$ cat config.mk
export PLATFORM = sky130hd
export DESIGN_NAME = uart_err_counter
export DESIGN_NICKNAME = d
export VERILOG_FILES = /design/src/rtl/uart_err_counter.sv
export SDC_FILE = /design/constraint.sdc
export NUM_CORES = 1
export LEC_CHECK = 0
export CORE_AREA = 3 3 40 42
export CTS_CLUSTER_SIZE = 20
export DETAILED_ROUTE_END_ITERATION = 16
export DIE_AREA = 0 0 43 45
export DONT_BUFFER_PORTS = 1
export PLACE_DENSITY = 0.53
export SLEW_MARGIN = 20
export SYNTH_ARGS = -nofsm -noshare
export SYNTH_HDL_FRONTEND = slang
export SYNTH_SLANG_ARGS = --single-unit
$ cat constraint.sdc
create_clock -name clock -period 2.1 [get_ports clock]
set_input_delay 0.21 -clock clock [delete_from_list [all_inputs] [get_ports clock]]
set_output_delay 0.21 -clock clock [all_outputs]
set_load 0.02 [all_outputs]
$ cat src/rtl/uart_err_counter.sv
// Saturating error event counter with synchronous clear; clear beats a same-cycle increment.
module uart_err_counter #(
  parameter int CNT_W = 8
) (
  input  logic             clock,
  input  logic             reset_n,
  input  logic             clear,
  input  logic             inc,
  output logic [CNT_W-1:0] count
);

  always_ff @(posedge clock) begin
    if (!reset_n) begin
      count <= '0;
    end else if (clear) begin
      count <= '0;
    end else if (inc && (count != '1)) begin
      count <= count + CNT_W'(1);
    end
  end

endmodule

==> flow_metrics.env, run 1 <==
export IMPL_synth_simple_area_share_pct=32.9
export IMPL_reg_largest_list="count (8)"
export IMPL_whs_endpoint="count[7]"
export IMPL_seq_area_frac_synth_pct=38.0
export IMPL_ios=12
export IMPL_postPlaceCellArea_um2=440
export IMPL_rsz0062_at_grt="no"
export IMPL_crit_required_ns=2.28
export IMPL_gr_usage_met3_pct=4.78
export IMPL_cts_buffers_inserted=3
export IMPL_avgSynthCellArea_um2=9.17
export IMPL_worstHoldPathType="in -> reg"
export IMPL_viasPerCell=5.52
export IMPL_layout_nets=56
export IMPL_ir_worst_vdd_mv=0.209
export IMPL_globalplace_congestion=0.712
export IMPL_fp_dieW_um=43
export IMPL_outcome="finished, final reports clean"
export IMPL_syn_nets=51
export IMPL_ys_ff_latch=8
export IMPL_fmax_mhz=696
export IMPL_rrSetupSlack_ns=0.66
export IMPL_drc=0
export IMPL_grt_remaining_overflow=0
export IMPL_path_clk_slew_ns=0.06
export IMPL_cts_resized=0
export IMPL_min_period_ns=1.44
export IMPL_largest_reg_flops=8
export IMPL_ys_warn_count=0
export IMPL_max_slew_worst_pin_slew_ns=0.512
export IMPL_setup_violations=0
export IMPL_holdPathStages=2
export IMPL_wl_per_cell_um=13.2
export IMPL_mostFrequentLayoutCells="dfxtp_1 (8), a21oi_1 (5), nand2_1 (5), and4_1 (4)"
export IMPL_die_h_um=45
export IMPL_placed_cells=61
export IMPL_synthesis_area_um2=422
export IMPL_yosys_cell_types_count=19
export IMPL_timing_max_cap_violations=0
export IMPL_antenna_found_initial=0
export IMPL_grt_pass1_wl_um=1480
export IMPL_cts_tree="done"
export IMPL_area_delta_synth_final_pct=9.79
export IMPL_final_fill_count=138
export IMPL_postCtsSetupBuffers=0
export IMPL_routed_wl_um=845
export IMPL_dp_hpwl_um=623
export IMPL_ant_nets=0
export IMPL_crit_arrival_ns=1.61
export IMPL_tns_ns=0
export IMPL_synth_xor_area_share_pct=0
export IMPL_p_leak_nw=0.168
export IMPL_track_usage_pct=10.8
export IMPL_fin_area_um2=463
export IMPL_use_met1_pct=12.9
export IMPL_p_per_area_nw_per_um2=633
export IMPL_slew_violations=0
export IMPL_core_area_um2=1280
export IMPL_fin_hold_ws_ns=0.148
export IMPL_relSlewSlack_pct=65.8
export IMPL_drive_above_1_share_pct=14.3
export IMPL_hold_buffers=0
export IMPL_initial_core_util_pct=32.8
export IMPL_cts_root_buf="clkbuf_4"
export IMPL_synth_adder_area_share_pct=2.97
export IMPL_r2r_start="count[0]"
export IMPL_clock_skew_ns=0.00676
export IMPL_placement_io_buffers=0
export IMPL_synthMuxAreaShare_pct=7.12
export IMPL_core_rowCount=13
export IMPL_multiInputGateArea_um2=262
export IMPL_path_class="reg -> reg"
export IMPL_hold_violations=0
export IMPL_worstRegToRegCells=4
export IMPL_use_met2_pct=14.7
export IMPL_grt_busiest_layer="met2"
export IMPL_grt_max_degree=10
export IMPL_vias=353
export IMPL_clk_latency_ns=0.26
export IMPL_syn_inst=46
export IMPL_synth_top_family_by_area="simple AND/OR/NAND/NOR gates"
export IMPL_top_register="count"
export IMPL_holdCritStartpoint="reset_n"
export IMPL_end_kind="flop"
export IMPL_critPathMaxFanout=6
export IMPL_drtPass1Iterations=4
export IMPL_grt_pass1_vias=330
export IMPL_fin_cells=64
export IMPL_reg2reg_to="count[7]"
export IMPL_clockBufferDepth=2
export IMPL_first_iter_violations=7
export IMPL_regArea_um2=160
export IMPL_worstSetupStartpointType="flop"
export IMPL_period_share_pct=68.4
export IMPL_synth_compound_area_share_pct=19.0
export IMPL_final_common_cell="dfxtp_1"
export IMPL_die_area_um2=1940
export IMPL_cts_htree_levels=1
export IMPL_clock_sinks=8
export IMPL_diodes=0
cells in the mapped netlist:
master	n	area, um^2
nor2b_2	1	8.76
a31oi_1	2	12.5
a21boi_2	1	11.3
nor2b_1	3	18.8
and4_4	1	11.3
a311oi_1	1	8.76
o21ai_0	2	10.0
mux2i_1	3	30.0
dfxtp_1	8	160
nand4_1	1	6.26
nand3_1	1	5.00
and4_1	4	35.0
nand2b_1	3	18.8
ha_1	1	12.5
a211oi_2	1	12.5
nand2_1	5	18.8
a21oi_1	5	25.0
nor3_1	2	10.0
and3_1	1	6.26
power by group:
group	total [mW]	internal, mW	switching, mW
combinational	0.00969	0.00453	0.00516
sequential	0.157	0.153	0.00357
clock	0.127	0.0660	0.0608
how the worst max path moves through the flow:
stage | endpoint | depth (start not counted) | from
2_1_floorplan | count[5] | 4 | count[0]
3_3_place_gp | count[7] | 4 | count[0]
3_5_place_dp | count[7] | 4 | count[0]
4_1_cts | count[7] | 4 | count[0]
5_1_grt | count[7] | 4 | count[0]
6_report | count[7] | 4 | count[0]
worst max-delay path, cell delays in order (launching register included):
cell	delay, ns
dfxtp_1	0.52
ha_1	0.27
and4_4	0.28
nor2b_2	0.04
a311oi_1	0.24
cell type report:
class | instances | area share [%]
flip-flops and latches | 8 | 34.6
well taps | 15 | 4.05
clock buffers | 3 | 4.86
multi-input cells | 38 | 56.5
through the flow:
stage	power (mW)	utilization, %	worst slack, ns
4_1_cts	0.300	36.0	0.665
3_3_place_gp	0.170	34.3	0.692
5_1_grt	0.307	36.0	0.573
3_5_place_dp	0.170	34.3	0.680
6_report	0.293	36.0	0.663
2_1_floorplan	0.168	-	0.765
layer usage:
| metal | routed length (um) | share of wire (%) | vias up |
|---|---|---|---|
| met1 | 408 | 48 | 160 |
| met2 | 365 | 43 | 8 |
| met5 | 0 | 0 | - |
| met3 | 46 | 5.4 | 2 |
| met4 | 24 | 2.8 | 0 |
| li1 | - | - | 183 |
logic make-up after synthesis:
logic type                 count (synthesis)
and+or+nand+nor                           22
AOI/OAI and AO/OA                         12
muxes                                      3
adders and majority gates                  1
DFF                                        8
Power figures use the tool's default switching activity.
==> inputs of run 2 (changes only) <==
--- a/config.mk
+++ b/config.mk
@@ -10,7 +10,7 @@
 export DETAILED_ROUTE_END_ITERATION = 16
 export DIE_AREA = 0 0 43 45
 export DONT_BUFFER_PORTS = 1
-export PLACE_DENSITY = 0.53
+export PLACE_DENSITY = 0.55
 export SLEW_MARGIN = 20
 export SYNTH_ARGS = -nofsm -noshare
 export SYNTH_HDL_FRONTEND = slang
==> constraint.sdc (replaced) <==
create_clock -name clock -period 1.3 [get_ports clock]
set_input_delay 0.13 -clock clock [delete_from_list [all_inputs] [get_ports clock]]
set_output_delay 0.13 -clock clock [all_outputs]
set_load 0.02 [all_outputs]
==> flow_metrics.env, run 2 (synthesized netlist as in run 1, its figures left out) <==
export IMPL_p_per_area_nw_per_um2=848
export IMPL_die_area_um2=1940
export IMPL_regArea_um2=163
export IMPL_vias=398
export IMPL_period_share_pct=92.5
export IMPL_whs_endpoint="count[2]"
export IMPL_die_h_um=45
export IMPL_cts_resized=0
export IMPL_fin_util_pct=42.3
export IMPL_clk_latency_ns=0.25
export IMPL_r2r_start="count[0]"
export IMPL_pwr_share_comb_pct=5.7
export IMPL_wl_per_cell_um=12.3
export IMPL_cts_buffers_inserted=3
export IMPL_relSlewSlack_pct=84.8
export IMPL_track_usage_pct=12.3
export IMPL_gr_usage_met3_pct=7.57
export IMPL_placement_io_buffers=0
export IMPL_max_slew_worst_pin_slew_ns=0.227
export IMPL_ios=12
export IMPL_top_register="count"
export IMPL_ant_nets=0
export IMPL_mostFrequentLayoutCells="buf_4 (10), dfxtp_1 (6), a21oi_1 (5), nand2_1 (5), and4_1 (4)"
export IMPL_routed_wl_um=909
export IMPL_ir_worst_vdd_mv=0.664
export IMPL_core_area_um2=1280
export IMPL_grt_max_degree=9
export IMPL_viasPerCell=5.38
export IMPL_holdPathStages=2
export IMPL_final_common_cell="buf_4"
export IMPL_largest_reg_flops=8
export IMPL_cts_htree_levels=1
export IMPL_grt_remaining_overflow=0
export IMPL_fmax_mhz=832
export IMPL_core_rowCount=13
export IMPL_timing_max_cap_violations=0
export IMPL_end_kind="flop"
export IMPL_setup_violations=0
export IMPL_path_clk_slew_ns=0.05
export IMPL_slew_violations=0
export IMPL_clkPwrFrac_pct=40.2
export IMPL_worstRegToRegCells=4
export IMPL_clock_sinks=8
export IMPL_netSwitchingPower_uw=95.3
export IMPL_min_period_ns=1.20
export IMPL_area_delta_synth_final_pct=28.8
export IMPL_rsz0062_at_grt="no"
export IMPL_cts_root_buf="clkbuf_4"
export IMPL_use_met2_pct=20.1
export IMPL_initial_core_util_pct=32.8
export IMPL_switching_share_pct=20.7
export IMPL_path_class="reg -> reg"
export IMPL_cts_tree="done"
export IMPL_grt_pass1_vias=397
export IMPL_outcome="finished, final reports clean"
export IMPL_crit_required_ns=1.48
export IMPL_clock_skew_ns=0.00494
export IMPL_final_fill_count=126
export IMPL_drtPass1Iterations=3
export IMPL_rrSetupSlack_ns=0.1
export IMPL_p_int_uw=365
export IMPL_crit_arrival_ns=1.38
export IMPL_seq_power_share_pct=54.1
export IMPL_worstHoldPathType="in -> reg"
export IMPL_grt_busiest_layer="met2"
export IMPL_first_iter_violations=8
export IMPL_p_leak_nw=0.220
export IMPL_diodes=0
export IMPL_fp_dieW_um=43
export IMPL_use_met1_pct=13.4
export IMPL_layout_nets=66
export IMPL_globalplace_congestion=0.734
export IMPL_tns_ns=0
export IMPL_critPathMaxFanout=4
export IMPL_drc=0
export IMPL_reg2reg_to="count[5]"
export IMPL_antenna_found_initial=0
export IMPL_drive_above_1_share_pct=33.9
export IMPL_grt_pass1_wl_um=1740
export IMPL_hold_violations=0
export IMPL_clockBufferDepth=2
export IMPL_holdCritStartpoint="inc"
export IMPL_multiInputGateArea_um2=264
export IMPL_reg_largest_list="count (8)"
export IMPL_worstSetupStartpointType="flop"
## run 2: cell count changes in the layout (fill, tap and decap cells not counted), sizes merged
cell | previous run | this run
buf | 0 | 10
## run 2: cell type report
type / count / area share [%]
Timing Repair Buffer: 10 / 13.8
Tap cell: 15 / 3.46
Clock buffer: 3 / 4.15
Multi-Input combinational cell: 38 / 48.6
Sequential cell: 8 / 30.0
## run 2: worst max-delay path by stage
stage	start	endpoint	slack, ns
floorplan	count[0]	count[5]	0.06
global placement	count[0]	count[5]	0.11
detailed placement	count[0]	count[5]	0.06
CTS	count[0]	count[5]	0.05
global route	count[0]	count[5]	0.02
finish	count[0]	count[5]	0.1
## run 2: repair_timing
action / in CTS / in global routing
hold buffers: 0 / 0
buffers inserted: 0 / 0
setup endpoints to repair: 0 / 1
## run 2: worst max-delay path, cell delays in order (launching register included)
cell      delay [ns]
dfxtp_2         0.31
ha_2            0.20
and4_4          0.22
a211oi_2        0.20
mux2i_1         0.20
## run 2: routing by layer
metal  vias to the layer above  part of all wire, %
li1                        207                    -
met1                       182                   45
met2                         7                   48
met3                         2                  5.7
met4                         0                  1.2
met5                         -                    0
## run 2: power by group through the flow
stage               logic, mW  clock network (mW)  registers [mW]
CTS                    0.0263               0.199           0.249
global route           0.0294               0.216           0.249
floorplan              0.0133                   0           0.258
detailed placement     0.0261                   0           0.254
finish                 0.0261               0.185           0.249
global placement       0.0262                   0           0.254
## run 2: metrics by stage
| stage | cell area (um^2) | instances | hold slack, ns | power [mW] | worst slack (ns) |
|---|---|---|---|---|---|
| 6_report | 543 | 74 | 0.0843 | 0.461 | 0.0979 |
| 5_1_grt | 543 | 74 | 0.0919 | 0.495 | 0.0152 |
| 4_1_cts | 543 | 74 | 0.0822 | 0.474 | 0.0472 |
| 3_5_place_dp | 520 | 71 | 0.347 | 0.280 | 0.0593 |
| 3_3_place_gp | 520 | 71 | 0.340 | 0.281 | 0.112 |
| 2_1_floorplan | 427 | 46 | 0.313 | 0.272 | 0.0607 |
==> inputs of run 3 (changes only) <==
--- a/config.mk
+++ b/config.mk
@@ -10,7 +10,7 @@
 export DETAILED_ROUTE_END_ITERATION = 16
 export DIE_AREA = 0 0 43 45
 export DONT_BUFFER_PORTS = 1
-export PLACE_DENSITY = 0.55
+export PLACE_DENSITY = 0.53
 export SLEW_MARGIN = 20
 export SYNTH_ARGS = -nofsm -noshare
 export SYNTH_HDL_FRONTEND = slang
==> constraint.sdc (replaced) <==
create_clock -name clock -period 1.4 [get_ports clock]
set_input_delay 0.14 -clock clock [delete_from_list [all_inputs] [get_ports clock]]
set_output_delay 0.14 -clock clock [all_outputs]
set_load 0.02 [all_outputs]
==> flow_metrics.env, run 3 (synthesized netlist as in run 1, its figures left out) <==
export IMPL_outcome="finished, final reports clean"
export IMPL_wl_per_cell_um=13.0
export IMPL_clock_skew_ns=0.00720
export IMPL_antenna_found_initial=0
export IMPL_diodes=0
export IMPL_slew_violations=0
export IMPL_ios=12
export IMPL_globalplace_congestion=0.724
export IMPL_placement_io_buffers=0
export IMPL_fin_cells=73
export IMPL_fin_hold_ws_ns=0.0803
export IMPL_worstSetupStartpointType="flop"
export IMPL_grt_max_degree=9
export IMPL_holdPathStages=2
export IMPL_cts_resized=0
export IMPL_cts_htree_levels=1
export IMPL_end_kind="flop"
export IMPL_min_period_ns=1.26
export IMPL_grt_pass1_vias=351
export IMPL_ir_worst_vdd_mv=0.428
export IMPL_area_delta_synth_final_pct=25.8
export IMPL_fmax_mhz=791
export IMPL_viasPerCell=5.25
export IMPL_initial_core_util_pct=32.8
export IMPL_core_area_um2=1280
export IMPL_postCtsSetupBuffers=0
export IMPL_routed_wl_um=948
export IMPL_cts_root_buf="clkbuf_4"
export IMPL_drtPass1Iterations=3
export IMPL_p_leak_nw=0.217
export IMPL_ant_nets=0
export IMPL_relSlewSlack_pct=67.5
export IMPL_period_share_pct=90.4
export IMPL_track_usage_pct=11.7
export IMPL_critPathMaxFanout=4
export IMPL_largest_reg_flops=8
export IMPL_final_fill_count=137
export IMPL_reg2reg_to="count[5]"
export IMPL_grt_pass1_wl_um=1590
export IMPL_dp_hpwl_um=708
export IMPL_grt_remaining_overflow=0
export IMPL_worstHoldPathType="in -> reg"
export IMPL_whs_endpoint="count[2]"
export IMPL_max_slew_worst_pin_slew_ns=0.486
export IMPL_vias=383
export IMPL_drive_above_1_share_pct=27.6
export IMPL_clk_latency_ns=0.26
export IMPL_rsz0062_at_grt="no"
export IMPL_clockBufferDepth=2
export IMPL_hold_buffers=0
export IMPL_path_class="reg -> reg"
export IMPL_clock_sinks=8
export IMPL_tns_ns=0
export IMPL_mostFrequentLayoutCells="buf_4 (9), dfxtp_1 (8), a21oi_1 (5), nand2_1 (5), and4_1 (4)"
export IMPL_setup_violations=0
export IMPL_rrSetupSlack_ns=0.14
export IMPL_crit_arrival_ns=1.45
export IMPL_drc=0
export IMPL_timing_critical_path_from="count[0]"
export IMPL_die_h_um=45
export IMPL_core_rowCount=13
export IMPL_worstRegToRegCells=4
export IMPL_reg_largest_list="count (8)"
export IMPL_first_iter_violations=1
export IMPL_cts_buffers_inserted=3
export IMPL_p_per_area_nw_per_um2=816
export IMPL_path_clk_slew_ns=0.06
export IMPL_top_register="count"
export IMPL_final_common_cell="buf_4"
export IMPL_hold_violations=0
export IMPL_die_area_um2=1940
export IMPL_cts_tree="done"
export IMPL_timing_max_cap_violations=0
export IMPL_layout_nets=65
export IMPL_holdCritStartpoint="inc"
export IMPL_crit_required_ns=1.59
export IMPL_fp_dieW_um=43
export IMPL_r2r_start="count[0]"
export IMPL_placed_cells=70
[run 3: power by group]
part / internal (mW) / switching, mW
logic: 0.00915 / 0.0125
clock network: 0.0984 / 0.0823
registers: 0.230 / 0.000973
total: 0.337 / 0.0958
[run 3: cell type report]
cell class | count | area, um^2 | area share (%)
repair buffers | 9 | 67.6 | 12.7
flip-flops and latches | 8 | 160 | 30.2
clock buffers | 3 | 22.5 | 4.25
multi-input cells | 38 | 262 | 49.3
well taps | 15 | 18.8 | 3.54
[run 3: how the worst max path moves through the flow]
stage | to | slack, ns | cells past startpoint
after floorplan | count[5] | 0.07 | 4
after global placement | count[5] | 0.18 | 4
after detailed placement | count[5] | 0.15 | 4
after CTS | count[5] | 0.13 | 4
after global routing | count[5] | 0.05 | 4
final | count[5] | 0.14 | 4
[run 3: per-stage QoR]
step	setup slack, ns	util [%]	instance area (um^2)	total power [mW]
2_1_floorplan	0.0651	-	422	0.252
3_3_place_gp	0.178	39.5	508	0.258
3_5_place_dp	0.147	39.5	508	0.258
4_1_cts	0.134	41.3	531	0.445
5_1_grt	0.0474	41.3	531	0.460
6_report	0.135	41.3	531	0.433
[run 3: critical path, stage by stage (launching register included)]
cell      delay (ns)
dfxtp_1         0.31
ha_1            0.23
and4_4          0.23
a211oi_2        0.23
mux2i_1         0.19
[run 3: metal layers]
layer | part of all wire (%) | global-route usage [%] | vias up
met5 | 0 | 0 | -
met4 | 1.3 | 7.23 | 0
met3 | 6.6 | 6.37 | 2
met2 | 47 | 18.0 | 9
met1 | 45 | 12.6 | 170
li1 | - | - | 202
